### config.mk
export PLATFORM = sky130hd
export DESIGN_NAME = hazard_tracker
export DESIGN_NICKNAME = d
export VERILOG_FILES = /design/src/rtl/hazard_tracker.sv
export SDC_FILE = /design/constraint.sdc
export NUM_CORES = 1
export LEC_CHECK = 0
export ABC_CLOCK_PERIOD_IN_PS = 1000
export BUFFER_PORTS_ARGS = -buffer_cell sky130_fd_sc_hd__buf_4
export CAP_MARGIN = 40
export CORE_AREA = 2 2 42 44
export CTS_CLUSTER_DIAMETER = 150
export DETAILED_ROUTE_END_ITERATION = 6
export DIE_AREA = 0 0 44 46
export GPL_TIMING_DRIVEN = 0
export PLACE_DENSITY_LB_ADDON = 0.08
export SLEW_MARGIN = 10
export SYNTH_ARGS = -nofsm -noshare
export SYNTH_HDL_FRONTEND = slang
export SYNTH_SLANG_ARGS = --single-unit
### constraint.sdc
create_clock -name clk -period 1 [get_ports clk]
set_input_delay 0 -clock clk [delete_from_list [all_inputs] [get_ports clk]]
set_output_delay 0 -clock clk [all_outputs]
set_load 0.01 [all_outputs]
### src/rtl/hazard_tracker.sv
// Load-use / flush / memory-stall hazard tracker holding EX/MEM/WB destination tags; optional counters via HAZARD_TRACKER_STATS_EN.
// Latency: stage tags registered, one cycle per stage; stall_id and bubble_ex are combinational from ID and EX state.
// Backpressure: mem_stall freezes every stage; a load-use hit stalls ID for exactly one cycle while a bubble enters EX.
module hazard_tracker (
    input  logic       clk,
    input  logic       rst_n,
    input  logic       id_valid,
    input  logic [1:0] id_rs,
    input  logic [1:0] id_rt,
    input  logic       id_uses_rs,
    input  logic       id_uses_rt,
    input  logic [1:0] id_rd,
    input  logic       id_reg_write,
    input  logic       id_mem_read,
    input  logic       flush,
    input  logic       mem_stall,
    output logic [1:0] ex_rd,
    output logic [1:0] mem_rd,
    output logic [1:0] wb_rd,
    output logic       ex_reg_write,
    output logic       mem_reg_write,
    output logic       wb_reg_write,
    output logic       stall_id,
    output logic       bubble_ex
`ifdef HAZARD_TRACKER_STATS_EN
    ,
    output logic [15:0] stall_cnt,
    output logic [15:0] flush_cnt
`endif
);

    logic ex_mem_read;
    logic load_use;
    logic take_flush;
    logic take_lu;
    logic insert_bubble;

    assign load_use = ex_mem_read & ex_reg_write & id_valid &
                      ((id_uses_rs & (id_rs == ex_rd)) | (id_uses_rt & (id_rt == ex_rd)));

    assign take_flush    = ~mem_stall & flush;
    assign take_lu       = ~mem_stall & ~flush & load_use;
    assign insert_bubble = take_flush | take_lu | ~id_valid;

    // Reset gating keeps both strobes low while rst_n is held, whatever mem_stall does.
    assign stall_id  = rst_n & (mem_stall | take_lu);
    assign bubble_ex = rst_n & ~mem_stall & insert_bubble;

    always_ff @(posedge clk or negedge rst_n) begin
        if (!rst_n) begin
            ex_rd         <= 2'd0;
            ex_reg_write  <= 1'b0;
            ex_mem_read   <= 1'b0;
            mem_rd        <= 2'd0;
            mem_reg_write <= 1'b0;
            wb_rd         <= 2'd0;
            wb_reg_write  <= 1'b0;
        end else if (!mem_stall) begin
            wb_rd         <= mem_rd;
            wb_reg_write  <= mem_reg_write;
            mem_rd        <= ex_rd;
            mem_reg_write <= ex_reg_write;
            if (insert_bubble) begin
                ex_rd        <= 2'd0;
                ex_reg_write <= 1'b0;
                ex_mem_read  <= 1'b0;
            end else begin
                ex_rd        <= id_rd;
                // R0 is never a real destination, so its write-enable is dropped here.
                ex_reg_write <= id_reg_write & (id_rd != 2'd0);
                ex_mem_read  <= id_mem_read;
            end
        end
    end

`ifdef HAZARD_TRACKER_STATS_EN
    always_ff @(posedge clk or negedge rst_n) begin
        if (!rst_n) begin
            stall_cnt <= 16'd0;
            flush_cnt <= 16'd0;
        end else begin
            if (take_lu && stall_cnt != 16'hFFFF) begin
                stall_cnt <= stall_cnt + 16'd1;
            end
            if (take_flush && flush_cnt != 16'hFFFF) begin
                flush_cnt <= flush_cnt + 16'd1;
            end
        end
    end
`endif

endmodule

Yosys cells after proc, flatten, opt, wreduce, memory -nomap -nowiden
Index checks and enable logic that the tools add are counted.
{"block": "totals", "memories": 0, "romBits": 0, "input_bits": 15, "latchBits": 0, "ram_bits": 0, "reg_bits": 10, "wordCells": 32}
{"block": "op_classes", "n_bitwise": 19, "n_shift": 0, "muxes": 3, "order_cmp": 0, "mul": 0, "div_mod_pow": 0, "n_eq_ne": 2, "n_reduce_logical": 1, "add_sub_neg": 0}
{"cell": "1-bit bitwise AND", "n": 12}
{"cell": "2-bit equality test", "n": 2}
{"cell": "1-bit OR", "n": 4}
{"cell": "1-bit inverter", "n": 3}
{"cell": "1-bit 2-to-1 mux", "n": 2}
{"cell": "2-bit 2-to-1 mux", "n": 1}
{"cell": "2-bit nonzero test", "n": 1}

Logic depth before layout (Yosys ltp)
Gate-level depths: netlist of run 1.
{"block": "logic_depth", "word_depth": 8, "depth_mapped": 4}

Worst setup path before layout of run 1
Ideal clock, no wire load.
{"block": "synth_path", "path_kind": "reg-to-output", "start": "register ex_rd[0]", "end": "output bubble_ex", "path_slack_ns": -0.227, "n_path_buf": 0, "path_stages_with_launch": 5, "t_arrival_ns": 1.227, "cell_sequence": "dfrtp_1 > xnor2_1 > nand4_2 > nand4_1 > o311a_1"}
{"block": "synth_via", "elab_chain_len": 8}
{"item": "start, declared", "line": "17", "source": "output logic [1:0] ex_rd,"}
{"item": "start signal, assigned", "line": "68", "source": "ex_rd <= id_rd;"}
{"item": "2-bit equality test", "line": "39", "source": "((id_uses_rs & (id_rs == ex_rd)) | (id_uses_rt & (id_rt == ex_rd)));"}
{"item": "1-bit bitwise AND", "line": "39"}
{"item": "1-bit OR *", "line": "39"}
{"item": "1-bit bitwise AND *", "line": "38", "source": "assign load_use = ex_mem_read & ex_reg_write & id_valid &"}
{"item": "1-bit bitwise AND *", "line": "42", "source": "assign take_lu = ~mem_stall & ~flush & load_use;"}
{"item": "1-bit OR * (2 in series)", "line": "43", "source": "assign insert_bubble = take_flush | take_lu | ~id_valid;"}
{"item": "1-bit bitwise AND *", "line": "47", "source": "assign bubble_ex = rst_n & ~mem_stall & insert_bubble;"}
{"item": "end, declared", "line": "24", "source": "output logic bubble_ex"}
Every way passes the cells marked *; elsewhere a longest branch is shown, timed or not.

Final worst setup path of run 1
{"block": "layout_path", "start": "register ex_rd[0]", "end": "output stall_id"}
{"block": "layout_via", "elab_chain_len": 7}
{"item": "2-bit equality test", "line": "39"}
{"item": "1-bit bitwise AND", "line": "39"}
{"item": "1-bit OR *", "line": "39"}
{"item": "1-bit bitwise AND *", "line": "38"}
{"item": "1-bit bitwise AND *", "line": "42"}
{"item": "1-bit OR *", "line": "46", "source": "assign stall_id = rst_n & (mem_stall | take_lu);"}
{"item": "1-bit bitwise AND *", "line": "46"}
{"item": "end, declared", "line": "23", "source": "output logic stall_id,"}
Marks and branches as above.

==> metrics.txt, run 1 <==
Clock Latency Late Sink 0.27 ns; post-synthesis sequential area ratio 0.4211; post-synthesis cell count between 50 and 60; Die ar. approximately 2000 µm²; combinational group share of total power 0.256; sequential share of power 0.454; GRT overflow 0; flops & latches, synth 10; fmax around 640 MHz; clock sink total 10; synthesis-to-finish area growth 54.32%; Final Hold Vio Count 0; P_int around 0.00075 W; accumulated negative setup slack -2.284 ns; DR vias/cell roughly 5.5; Post-Syn Area per Cell between 10 and 15 µm²; hold_ws 0.02575 ns; Setup WS post-layout -0.5696 ns; max capacitance violation total 0; path category of the worst min-delay check in -> reg; Worst EP arrival roughly 1.6 ns; Synth Warn # 0; All-Layer GR Usage 0.1609; # IOs 26; vias in the first global route around 520; per-cell routed wire length 13.97 µm; Total Power just over 0.001 W; Placed Area a little over 800 µm²; Die H ~46 µm; CP Class reg -> out; commonest cells after routing, fill and taps aside buf_4 (27), dfrtp_1 (9), mux2_2 (6); commonest non-fill, non-tap cell in the layout buf_4; routed via count about 600; Rel. slew slack 0.6937; clk root buf clkbuf_4; Worst EP required 1.00 ns; Initial Utilization 0.3682; DIE WIDTH approximately 44 µm; P_sw 0.0002850 W; diodes inserted 0; global-route wire length before repair ~2.3 mm; post-route minimum period about 1.6 ns; CP max FO 4; clock share of power 0.290; cell area power density 1129 nW/µm²; WL final around 1.5 mm; share of layout cells above drive strength 1 0.5217; Routed Antenna Nets 0; CTS tree yes; H-Tree Depth 1; Port Buffers 25; maximum vdd drop 656.7 µV; CTS Buffer Depth 2; fin crit share 1.570; setup violators final 6; Tightest Pin Transition 0.4579 ns; Final nets 108; Startpoint Class flip-flop; Mapped Area around 590 µm²; drt first pass iters 4; hpwl dp 1.002 mm; Final Skew roughly 0.0042 ns; Clock transition at path regs ~0.060 ns; CP endpoint kind primary output; synth unique cells 25; failing checks negative setup slack; switch share 0.2752; Initial DRC Count 5; DRC viols 0; TritonCTS buffer count 3; RD Place Congestion about 0.8; unrepaired setup endpoints after global routing yes; Static Leak 0.4419 nW; post-synth net total 73; Core Area 1614 µm²; design area roughly 920 µm²; initial antenna violation count 0; status complete, but fails checks; FP Rows 15; max-slew violations 0; largest net degree at the start of global routing 11
==> state kept, by name, summed over array words and instances, names as in the netlist <==
| register | cells |
|---|---|
| ex_rd | 2 |
| wb_reg_write | 1 |
| wb_rd | 2 |
| ex_mem_read | 1 |
| mem_reg_write | 1 |
| mem_rd | 2 |
| ex_reg_write | 1 |
==> timing repair <==
item,4_1_cts,5_1_grt
hold buffers,1,0
setup buffers,3,1
endpoints found under the setup margin,7,8
pin swaps,3,2
endpoints found under the hold margin,10,0
resized for setup,4,4
==> worst max-delay path: stages, from the launching register on <==
cell      delay, ns
dfrtp_2        0.46
xnor2_2        0.15
nand4b_1       0.14
nand2_2        0.10
a221o_1        0.31
buf_6          0.12
==> logic make-up after synthesis <==
kind of cell,after synthesis,synth area share
buffers and inverters,2,0.01472
multiplexers,6,0.1137
flip-flops,10,0.4211
XOR/XNOR,2,0.02948
AND/OR/NAND/NOR,31,0.3326
AO/OA/AOI/OAI,7,0.08840
==> power groups by stage <==
stage	logic [W]	registers, W	clock network (W)
floorplan	0.0000963	0.000489	0
global placement	0.000243	0.000477	0
global route	0.000287	0.000475	0.000327
finish	0.000265	0.000470	0.000300
CTS	0.000260	0.000470	0.000306
detailed placement	0.000245	0.000478	0
==> layout make-up <==
class | instances | area (µm²)
plain buffers | 2 | 16.27
clock buffers | 4 | 26.28
fillers | 157 | 696.9
multi-input cells | 46 | 366.6
flip-flops and latches | 10 | 251.5
well taps | 17 | 21.27
repair buffers | 30 | 235.2
==> synth_stat cells <==
| library cell | count | area share |
|---|---|---|
| dfrtp_1 | 10 | 0.42 |
| mux2_2 | 6 | 0.11 |
| nand3_1 | 6 | 0.051 |
| nand2_1 | 4 | 0.025 |
| and3_1 | 3 | 0.032 |
| nand4_1 | 3 | 0.032 |
| o211ai_1 | 3 | 0.038 |
| nand3b_1 | 2 | 0.025 |
| nand4b_1 | 2 | 0.029 |
| nor2b_1 | 2 | 0.021 |
| nor3b_1 | 2 | 0.025 |
| xnor2_1 | 2 | 0.029 |
| a21oi_1 | 1 | 0.0084 |
| a221o_1 | 1 | 0.017 |
| and2_1 | 1 | 0.011 |
| buf_2 | 1 | 0.0084 |
| clkbuf_1 | 1 | 0.0063 |
| nand2_2 | 1 | 0.011 |
| nand2b_1 | 1 | 0.011 |
| nand4_2 | 1 | 0.021 |
| nand4b_2 | 1 | 0.025 |
| nor2_1 | 1 | 0.0063 |
| nor3_1 | 1 | 0.0084 |
| o21ai_0 | 1 | 0.0084 |
| o311a_1 | 1 | 0.017 |
==> worst paths after layout <==
| path | slack [ns] | to | depth (start not counted) | start |
|---|---|---|---|---|
| worst max-delay path | -0.57 | stall_id | 5 | ex_rd[0]$_DFFE_PN0N_ |
| worst min-delay path | 0.03 | ex_mem_read$_DFFE_PN0N_ | 3 | id_mem_read |
| worst max register to register | -0.31 | ex_mem_read$_DFFE_PN0N_ | 5 | ex_rd[0]$_DFFE_PN0N_ |
| worst min register to register | 0.51 | wb_reg_write$_DFFE_PN0N_ | 1 | wb_reg_write$_DFFE_PN0N_ |
| max in group asynchronous | 0.42 | ex_rd[0]$_DFFE_PN0N_ | 2 | rst_n |
| min in group asynchronous | 0.24 | wb_reg_write$_DFFE_PN0N_ | 2 | rst_n |
==> per-layer routing <==
metal | track usage | vias to the layer above | part of all wire
met5 | 0 | - | 0
met4 | 0.07273 | 0 | 0.014
met3 | 0.05952 | 4 | 0.069
met2 | 0.2294 | 21 | 0.49
met1 | 0.2150 | 285 | 0.42
li1 | - | 291 | -
==> per-stage QoR <==
| stage | worst slack, ns | util | cells |
|---|---|---|---|
| final | -0.5696 | 0.5682 | 109 |
| after global routing | -0.6663 | 0.5682 | 109 |
| after CTS | -0.5733 | 0.5527 | 108 |
| after detailed placement | -0.3031 | 0.5093 | 100 |
| after global placement | -0.3241 | 0.5093 | 100 |
| after floorplan | -0.1375 | - | 58 |
Note: power is estimated with default switching activity, not from simulation.
==> run 2, diff against run 1 <==
--- a/config.mk
+++ b/config.mk
@@ -14,6 +14,7 @@
 export DIE_AREA = 0 0 44 46
 export GPL_TIMING_DRIVEN = 0
 export PLACE_DENSITY_LB_ADDON = 0.08
+export SETUP_SLACK_MARGIN = 0.2
 export SLEW_MARGIN = 10
 export SYNTH_ARGS = -nofsm -noshare
 export SYNTH_HDL_FRONTEND = slang
==> run 2 against run 1 <==
- largest cell class unchanged
- the run still ends with negative setup slack left
- clock power is 21% higher
- critical path depth stayed put
- via count is 2.7% higher
- highest routed layer unchanged
==> metrics.txt, run 2 (same netlist as run 1, synthesis figures left out) <==
# IOs 26 (unchanged); WL final 1.638 mm (+7.6%); hpwl dp 1.045 mm (+4.4%); Worst EP required 1.00 ns (about the same); Routed Antenna Nets 0 (unchanged); Seq. cell area 252.7 µm² (+0.50%); routed via count 617 (+2.7%); drt first pass iters 4 (unchanged); commonest cells after routing, fill and taps aside buf_4 (18), buf_6 (14), dfrtp_1 (8); P_int 0.0008589 W (+14%); Clock transition at path regs 0.06 ns (about the same); Initial DRC Count 14 (+9); Die ar. 2024 µm² (unchanged); clk root buf clkbuf_4; diodes inserted 0 (unchanged); CP endpoint kind primary output; WP buf/inv 1 (unchanged); DRC viols 0 (unchanged); Final Hold Vio Count 0 (unchanged); CTS tree yes; unrepaired setup endpoints after global routing yes; Core Area 1614 µm² (unchanged); post-route minimum period 1.575 ns (+0.005834 ns); maximum vdd drop 990.4 µV (+51%); path category of the worst min-delay check in -> reg; cell area power density 1153 nW/µm² (+2.1%); failing checks negative setup slack; commonest non-fill, non-tap cell in the layout buf_4; global-route wire length before repair 2.346 mm (+2.4%); switch share 0.2577 (-0.01755); area of the multi-input gates 370.4 µm² (+1.0%); initial antenna violation count 0 (unchanged); setup violators final 7 (+1); sequential share of power 0.413 (-0.041); Worst EP arrival 1.58 ns (about the same); CP max FO 5 (+1); Final Skew 0.002758 ns (-0.001490 ns); biggest regs ex_rd: 2 flops, mem_rd: 2 flops, wb_rd: 2 flops; vias in the first global route 520 (-0.38%); clock share of power 0.314 (+0.024); synthesis-to-finish area growth 68.84%; Die H 46 µm (unchanged); clock sink total 10 (unchanged); Startpoint Class flip-flop; Placed Area 833.3 µm² (+1.4%); Clock Latency Late Sink 0.26 ns (about the same); Rel. slew slack 0.6969 (+0.003184); P_sw 0.0002982 W (+4.6%); fmax 634.8 MHz (-0.37%); Final nets 111 (+2.8%); Setup WS post-layout -0.5754 ns (-0.005834 ns); DIE WIDTH 44 µm (unchanged); max capacitance violation total 0 (unchanged); RD Place Congestion 0.7665 (-4.2%); CTS Buffer Depth 2 (unchanged); fillcell total 156 (-0.64%); Static Leak 0.4768 nW (+7.9%); Crit path max-delay family flip-flops; status complete, but fails checks; FP Rows 15 (unchanged); Port Buffers 25 (unchanged); Critical Path, Cell by Cell xnor2_2, nand4b_1, nand2_2, a221o_1, buf_6; Tightest Pin Transition 0.4531 ns (-0.004760 ns); max-slew violations 0 (unchanged); H-Tree Depth 1 (unchanged); All-Layer GR Usage 0.1663 (+0.005389); share of layout cells above drive strength 1 0.5579 (+0.03616); per-cell routed wire length 14.63 µm (+4.7%); DR vias/cell 5.509 (about the same); fin crit share 1.575 (+0.005834); design area 1003 µm² (+9.4%); CP Class reg -> out; Initial Utilization 0.3682 (unchanged); hold_ws 0.02572 ns (-0.00002540 ns); CP max stage cell dfrtp_2; TritonCTS buffer count 3 (unchanged); CP peak stage delay 0.46 ns (about the same); GRT overflow 0 (unchanged); combinational group share of total power 0.273 (+0.017); largest net degree at the start of global routing 11 (unchanged)
==> run 2: cell types whose count changed in the layout (fill, tap and decap cells not counted), sizes merged <==
cell / previous run / this run
buf: 31 / 34
==> run 2: final cells by class <==
type	instances	area share
plain buffers	2	0.01995
clock buffers	4	0.03616
multi-input cells	46	0.3691
flip-flops and latches	10	0.2519
well taps	17	0.02120
repair buffers	33	0.3017
==> run 2: metal layers <==
layer,track usage,part of all wire
met5,0,0
met4,0.03636,0.0037
met1,0.1922,0.40
met2,0.2853,0.54
met3,0.07143,0.055
==> run 2: path summary, 6_finish.rpt <==
check,start,endpoint,slack (ns),cells after the start
max in group asynchronous,rst_n,ex_rd[1]$_DFFE_PN0N_,0.42,2
min reg2reg,wb_reg_write$_DFFE_PN0N_,wb_reg_write$_DFFE_PN0N_,0.53,1
max reg2reg,ex_rd[0]$_DFFE_PN0N_,ex_rd[0]$_DFFE_PN0N_,-0.43,6
max,ex_rd[0]$_DFFE_PN0N_,stall_id,-0.58,5
min in group asynchronous,rst_n,wb_reg_write$_DFFE_PN0N_,0.24,2
min,id_rd[1],ex_rd[1]$_DFFE_PN0N_,0.03,3
==> run 2: worst reg2reg max path: cells and delay by family (launching register included) <==
kind | cells | cell delay [ns]
flip-flops | 1 | 0.46
buffers and inverters | 2 | 0.32
AND/OR/NAND/NOR | 2 | 0.25
XOR/XNOR | 1 | 0.16
AO/OA/AOI/OAI | 1 | 0.09
==> run 2: stage by stage <==
stage | util | std cells | power (W) | TNS, ns | setup slack [ns]
after CTS | 0.5783 | 108 | 0.001134 | -2.275 | -0.5918
after detailed placement | 0.5163 | 100 | 0.0007315 | -1.573 | -0.3306
after global routing | 0.6217 | 112 | 0.001227 | -3.085 | -0.6529
final | 0.6217 | 112 | 0.001157 | -2.698 | -0.5754
after floorplan | - | 58 | 0.0005929 | -0.6745 | -0.1375
after global placement | 0.5163 | 100 | 0.0007276 | -1.540 | -0.3212
==> run 2: repair_timing <==
item,CTS,global route
pin swaps,5,3
hold buffers,1,0
gates resized for setup,8,10
endpoints found under the hold margin,10,0
setup buffers,3,4
endpoints found under the setup margin,14,20
==> run 2: power by group through the flow <==
stage          Clock [W]  Combinational (W)  Sequential [W]
2_1_floorplan          0           0.000102        0.000491
3_3_place_gp           0           0.000249        0.000479
3_5_place_dp           0           0.000250        0.000481
4_1_cts         0.000380           0.000280        0.000474
5_1_grt         0.000404           0.000341        0.000482
6_report        0.000364           0.000316        0.000477
